`src/rtl/imem_loader.sv`:
```
`default_nettype none
// ---------------------------------------------------------------------------
// imem_loader: writable instruction RAM filled by a checksummed byte-serial
// frame; it holds the core in reset until a load completes.  Revision 1.0
// ---------------------------------------------------------------------------
module imem_loader #(
  parameter int DEPTH = 64,
  parameter int AW    = 6
) (
  input  logic          clk,
  input  logic          reset,
  input  logic          start,
  input  logic [7:0]    in_data,
  input  logic          in_valid,
  output logic          in_ready,
  input  logic [AW-1:0] a,
  output logic [31:0]   rd,
  output logic          cpu_reset,
  output logic          loaded,
  output logic          err
);

  typedef enum logic [2:0] {
    S_IDLE = 3'd0,
    S_HDR  = 3'd1,
    S_DATA = 3'd2,
    S_CSUM = 3'd3,
    S_RUN  = 3'd4,
    S_ERR  = 3'd5
  } state_t;

  localparam logic [8:0] c_depth = 9'(DEPTH);

  logic [31:0] mem [DEPTH];

  state_t        state_q, state_d;
  logic [AW-1:0] waddr_q, waddr_d;
  logic [AW-1:0] nlast_q, nlast_d;
  logic [1:0]    bcnt_q, bcnt_d;
  logic [23:0]   hold_q, hold_d;
  logic [7:0]    sum_q, sum_d;
  logic          in_ready_q, in_ready_d;
  logic          cpu_reset_q, cpu_reset_d;
  logic          loaded_q, loaded_d;
  logic          err_q, err_d;

  logic          w_accept;
  logic          w_we;
  logic [31:0]   w_wdata;

  // in_ready_q is high exactly in HDR/DATA/CSUM, so it also gates acceptance.
  assign w_accept = in_valid && in_ready_q;
  assign w_wdata  = {hold_q, in_data};

  always_comb begin
    state_d = state_q;
    waddr_d = waddr_q;
    nlast_d = nlast_q;
    bcnt_d  = bcnt_q;
    hold_d  = hold_q;
    sum_d   = sum_q;
    w_we    = 1'b0;

    case (state_q)
      S_IDLE, S_RUN, S_ERR: begin
        if (start) begin
          state_d = S_HDR;
          waddr_d = '0;
          bcnt_d  = 2'd0;
          sum_d   = 8'd0;
        end
      end
      S_HDR: begin
        if (w_accept) begin
          sum_d   = in_data;
          nlast_d = AW'(in_data - 8'd1);
          if (in_data != 8'd0 && {1'b0, in_data} <= c_depth) begin
            state_d = S_DATA;
          end else begin
            state_d = S_ERR;
          end
        end
      end
      S_DATA: begin
        if (w_accept) begin
          sum_d  = sum_q + in_data;
          hold_d = {hold_q[15:0], in_data};
          bcnt_d = bcnt_q + 2'd1;
          if (bcnt_q == 2'd3) begin
            w_we    = 1'b1;
            waddr_d = waddr_q + 1'b1;
            if (waddr_q == nlast_q) begin
              state_d = S_CSUM;
            end
          end
        end
      end
      S_CSUM: begin
        if (w_accept) begin
          state_d = (in_data == sum_q) ? S_RUN : S_ERR;
        end
      end
      default: state_d = S_IDLE;
    endcase

    // Outputs are decoded from the next state so they are registered.
    in_ready_d  = (state_d == S_HDR) || (state_d == S_DATA) || (state_d == S_CSUM);
    cpu_reset_d = (state_d != S_RUN);
    loaded_d    = (state_d == S_RUN);
    err_d       = (state_d == S_ERR);
  end

  always_ff @(posedge clk or posedge reset) begin
    if (reset) begin
      state_q     <= S_IDLE;
      waddr_q     <= '0;
      nlast_q     <= '0;
      bcnt_q      <= 2'd0;
      hold_q      <= 24'd0;
      sum_q       <= 8'd0;
      in_ready_q  <= 1'b0;
      cpu_reset_q <= 1'b1;
      loaded_q    <= 1'b0;
      err_q       <= 1'b0;
    end else begin
      state_q     <= state_d;
      waddr_q     <= waddr_d;
      nlast_q     <= nlast_d;
      bcnt_q      <= bcnt_d;
      hold_q      <= hold_d;
      sum_q       <= sum_d;
      in_ready_q  <= in_ready_d;
      cpu_reset_q <= cpu_reset_d;
      loaded_q    <= loaded_d;
      err_q       <= err_d;
    end
  end

  // The RAM is deliberately outside reset so a reload or reset keeps old words.
  always_ff @(posedge clk) begin
    if (w_we) begin
      mem[waddr_q] <= w_wdata;
    end
  end

  assign rd        = mem[a];
  assign in_ready  = in_ready_q;
  assign cpu_reset = cpu_reset_q;
  assign loaded    = loaded_q;
  assign err       = err_q;

endmodule
`default_nettype wire

```
`config.mk`:
```
export PLATFORM = sky130hd
export DESIGN_NAME = imem_loader
export DESIGN_NICKNAME = d
export VERILOG_FILES = /design/src/rtl/imem_loader.sv
export SDC_FILE = /design/constraint.sdc
export NUM_CORES = 2
export LEC_CHECK = 0
export BUFFER_PORTS_ARGS = -buffer_cell sky130_fd_sc_hd__buf_2
export CAP_MARGIN = 10
export CORE_MARGIN = 3
export CORE_UTILIZATION = 55
export CTS_BUF_LIST = sky130_fd_sc_hd__clkbuf_16
export CTS_CLUSTER_DIAMETER = 50
export DETAILED_ROUTE_END_ITERATION = 12
export PLACE_DENSITY = 0.71
export SYNTH_ARGS = -nofsm -noshare
export SYNTH_HDL_FRONTEND = slang
export SYNTH_SLANG_ARGS = --single-unit
```
`constraint.sdc`:
```
create_clock -name clk -period 4.41 [get_ports clk]
set_clock_uncertainty 0.15 [all_clocks]
set_input_delay 0.441 -clock clk [delete_from_list [all_inputs] [get_ports clk]]
set_output_delay 0.441 -clock clk [all_outputs]
set_load 0.005 [all_outputs]
```
==> parameters.txt <==
Parameter                              Value

Global route
  Tot GR Track Use    26.7%
  Antenna violations before repair    10
  First-pass GRT wire length    287000 microns
  Vias in the first global route    40147
  Pin count of the biggest net entering global routing    71
  Overflow left after global routing    0

Worst setup path
  Most repeated library cell on the critical path    buf_4
  Internal reg-to-reg setup slack    0.87 ns
  Startpoint class of the critical path    flop
  Top delay family on crit path    compound AO/OA/AOI/OAI gates
  R2r worst-path depth    6
  Slowest CP cell    a221oi_1
  Kind of end point of the critical path    output port
  Classification of the worst setup path    reg -> out
  Count of buffer and inverter cells on the critical path    3
  Worst path cell trace    mux4_2, o22ai_1, a211oi_1, buf_4, a21oi_1, buf_4, a221oi_1, buf_2
  Biggest cell delay along the critical path    0.56 ns
  R2R Path End    mem[36][9]$_DFFE_PP_
  Logic depth of the worst setup path including buffers    8
  Data required time at the worst endpoint    3.82 ns
  Critical Path AT    3.27 ns
  Worst r2r src    state_q[0]$_DFF_PP0_
  Crit path max fanout    1
  Start point of the critical path    mem[51][14]$_DFFE_PP_

Floorplan
  Overall die width    389 microns
  Initial cell density of the core    55.7%
  Overall die height    389 microns
  Die Footprint    0.151 sq mm
  Ports    54
  Row count    139
  Core ar.    0.145 sq mm

Timing
  Unrepaired setup endpoints after global routing    false
  Slew HR    20.2%
  Least-Margin Pin Slew    1.20 ns
  Final count of hold timing violations    0
  Final period utilization    87.5%
  Maximum achievable frequency    259 MHz
  Total Neg Setup Slack    0 ns
  Count of final max-slew check failures    0
  Setup-failing EPs final    0
  Setup WS post-layout    0.553 ns
  Final critical delay including setup and external delays    3.86 ns

Final layout
  Share of the core filled with cells in the final layout    63.5%
  Final Net Count    3862
  Count of filler cells inserted in the layout    9254
  Layout cells sized above 1    29.7%
  P&R area growth vs syn    14.0%
  Number of cells in the finished layout apart from fillers    5909

Logic synthesis
  Number of enable-type register cells in the synthesized netlist    2048
  Top cells by count, synth    edfxtp_1, mux4_2, nor2_1, mux2i_1, clkbuf_1
  Most common cell in the synthesized netlist    edfxtp_1
  Most area-consuming cells after synthesis    edfxtp_1, mux4_2, dfrtp_1
  Top flip-flop cell by instance count after synthesis    edfxtp_1
  Area share of the largest cell type after synthesis    76.4%
  Area of the mapped netlist    0.0805 sq mm
  Post-synth ARST share    2.52%
  Proportion of synthesized chip area in sequential cells    78.1%
  Syn_nets    3585
  Number of warnings reported in the yosys synthesis log    0
  Yosys top cell by area    edfxtp_1
  Gate count of the mapped netlist    3555
  #FFs+latches synth    2101
  Syn Area/Cell    22.6 sq um
  Unique masters post-synth    54

Power and ir drop
  Overall Power    43100 uW
  Maximum vdd ir drop    0.466 mV
  Static leakage    0.0288 uW
  Power density normalized to cell area    470 mW/mm^2

Placement
  Cell total after placement    5526
  Half-perimeter wire length of the detailed placement result    111000 microns
  Dpl ws    0.557 ns
  Count of buffers from port buffering    53
  Final RePlAce weighted congestion    0.833

Routing
  Number of DRC violations after detailed routing    0
  Met1 wire length    75100 microns
  Met3 Routed Length    21000 microns
  Drt first pass iters    6
  Vias after detailed routing    39536
  Detailed route wirelength on metal2    95900 microns
  DRT iter0 DRCs    5369
  Count of antenna-violating nets left after detailed routing    0
  Detailed-route wire length per cell    33.6 microns
  Highest routing layer actually used    met4
  Final WL    199000 microns
  Via density per instance    6.69

Clock network
  Post-CTS setup buffer count    0
  Clock insertion delay at the later pin of the skew report    0.83 ns
  TritonCTS clock tree    built
  Count of cells resized by post-cts repair    0
  H-tree depth    4
  Number of clock sinks    2101
  Deepest clock path buffer count    3
  CTS clock-pin slew for the worst setup and hold paths    0.06 ns
  Clock buffers created by TritonCTS    200
  Root Buffer    clkbuf_16
  Number of buffers inserted for hold repair after clock tree synthesis    5

Job
  Max-capacitance violation count    0

Min path
  Type of the worst min-delay path    in -> async

Run status
  Result of the run    completed
per-layer routing:
layer  vias to the layer above  GRT usage (%)
met1                     21101           38.5
li1                      15764              -
met4                         0           9.01
met2                      2313           41.6
met5                         -              0
met3                       358           5.35
worst max-delay path by stage:
stage | end | slack (ns)
floorplan | mem[53][0]$_DFFE_PP_ | 0.71
global route | rd[2] | 0.48
detailed placement | rd[29] | 0.56
global placement | rd[29] | 0.58
CTS | rd[13] | 0.47
finish | rd[14] | 0.55
state kept, by name (all words and copies together) (netlist names):
register and flops:
bcnt_q 2, mem 2048, sum_q 8, in_ready 1, nlast_q 6, err 1
state_q 3, cpu_reset 1, waddr_q 6, hold_q 24, loaded 1
cells by family (layout without fill, tap and decap cells):
group                      Yosys count  count (layout)  share of synthesized area, %
DFF                               2101            2101                          78.1
other                                0               3                             0
AOI/OAI and AO/OA                  320             320                          2.82
xor gates and xnor gates            20              20                         0.218
adders and majority gates           12              12                         0.196
muxes                              642             642                          16.0
and+or+nand+nor                    257             257                          1.46
buffers and inverters              203             651                          1.25
metrics by stage:
step                hold slack (ns)  area (sq um)
global placement              0.321         85000
detailed placement            0.347         85000
global route                  0.114         91700
finish                        0.116         91700
CTS                          0.0828         91700
floorplan                     0.304         80500
where the power goes:
group / leakage, uW / switching (uW) / total (uW) / internal, uW
registers: 0.0189 / 683 / 23500 / 22800
logic: 0.00655 / 1570 / 2520 / 958
clock network: 0.00335 / 7390 / 17100 / 9700
total: 0.0288 / 9640 / 43100 / 33500
layout make-up:
cell class / instances / area [sq um] / area share, %
Antenna cell: 3 / 7.51 / 0.00818
Timing Repair Buffer: 265 / 2690 / 2.93
Clock inverter: 172 / 1590 / 1.73
Inverter: 13 / 48.8 / 0.0532
Tap cell: 1903 / 2380 / 2.60
Multi-Input combinational cell: 1251 / 17200 / 18.7
Sequential cell: 2101 / 62900 / 68.5
Clock buffer: 201 / 5030 / 5.48
worst min-delay path, delay by kind of cell:
| family | cells | cell delay, ns |
|---|---|---|
| buffers and inverters | 3 | 1.15 |
layout by cell type (no fill, tap or decap), types with 6 or more instances in the layout:
cell type   count
xor2_1          9
nor2_4         66
mux2i_1       104
clkbuf_16     201
nor2_1         43
o21ai_0        29
nand3_1        12
o22ai_1        39
or3_1           8
a22o_1         40
or4_1           8
nor2b_1         8
inv_16          6
nand2_1        58
a21oi_1        74
o221ai_1       21
inv_1          45
mux4_2        512
bufinv_16      23
buf_4         144
buf_2          50
a221oi_1       63
clkinv_2       34
nand2b_1        9
clkinv_1       52
ha_1           11
dfrtp_1        30
a22oi_1        26
dfrtp_2        22
a211oi_1       10
nor3_1         15
clkinvlp_4     10
xnor2_1        11
mux2_2         26
buf_12         63
edfxtp_1     2048
(Power assumes the default switching activity.)
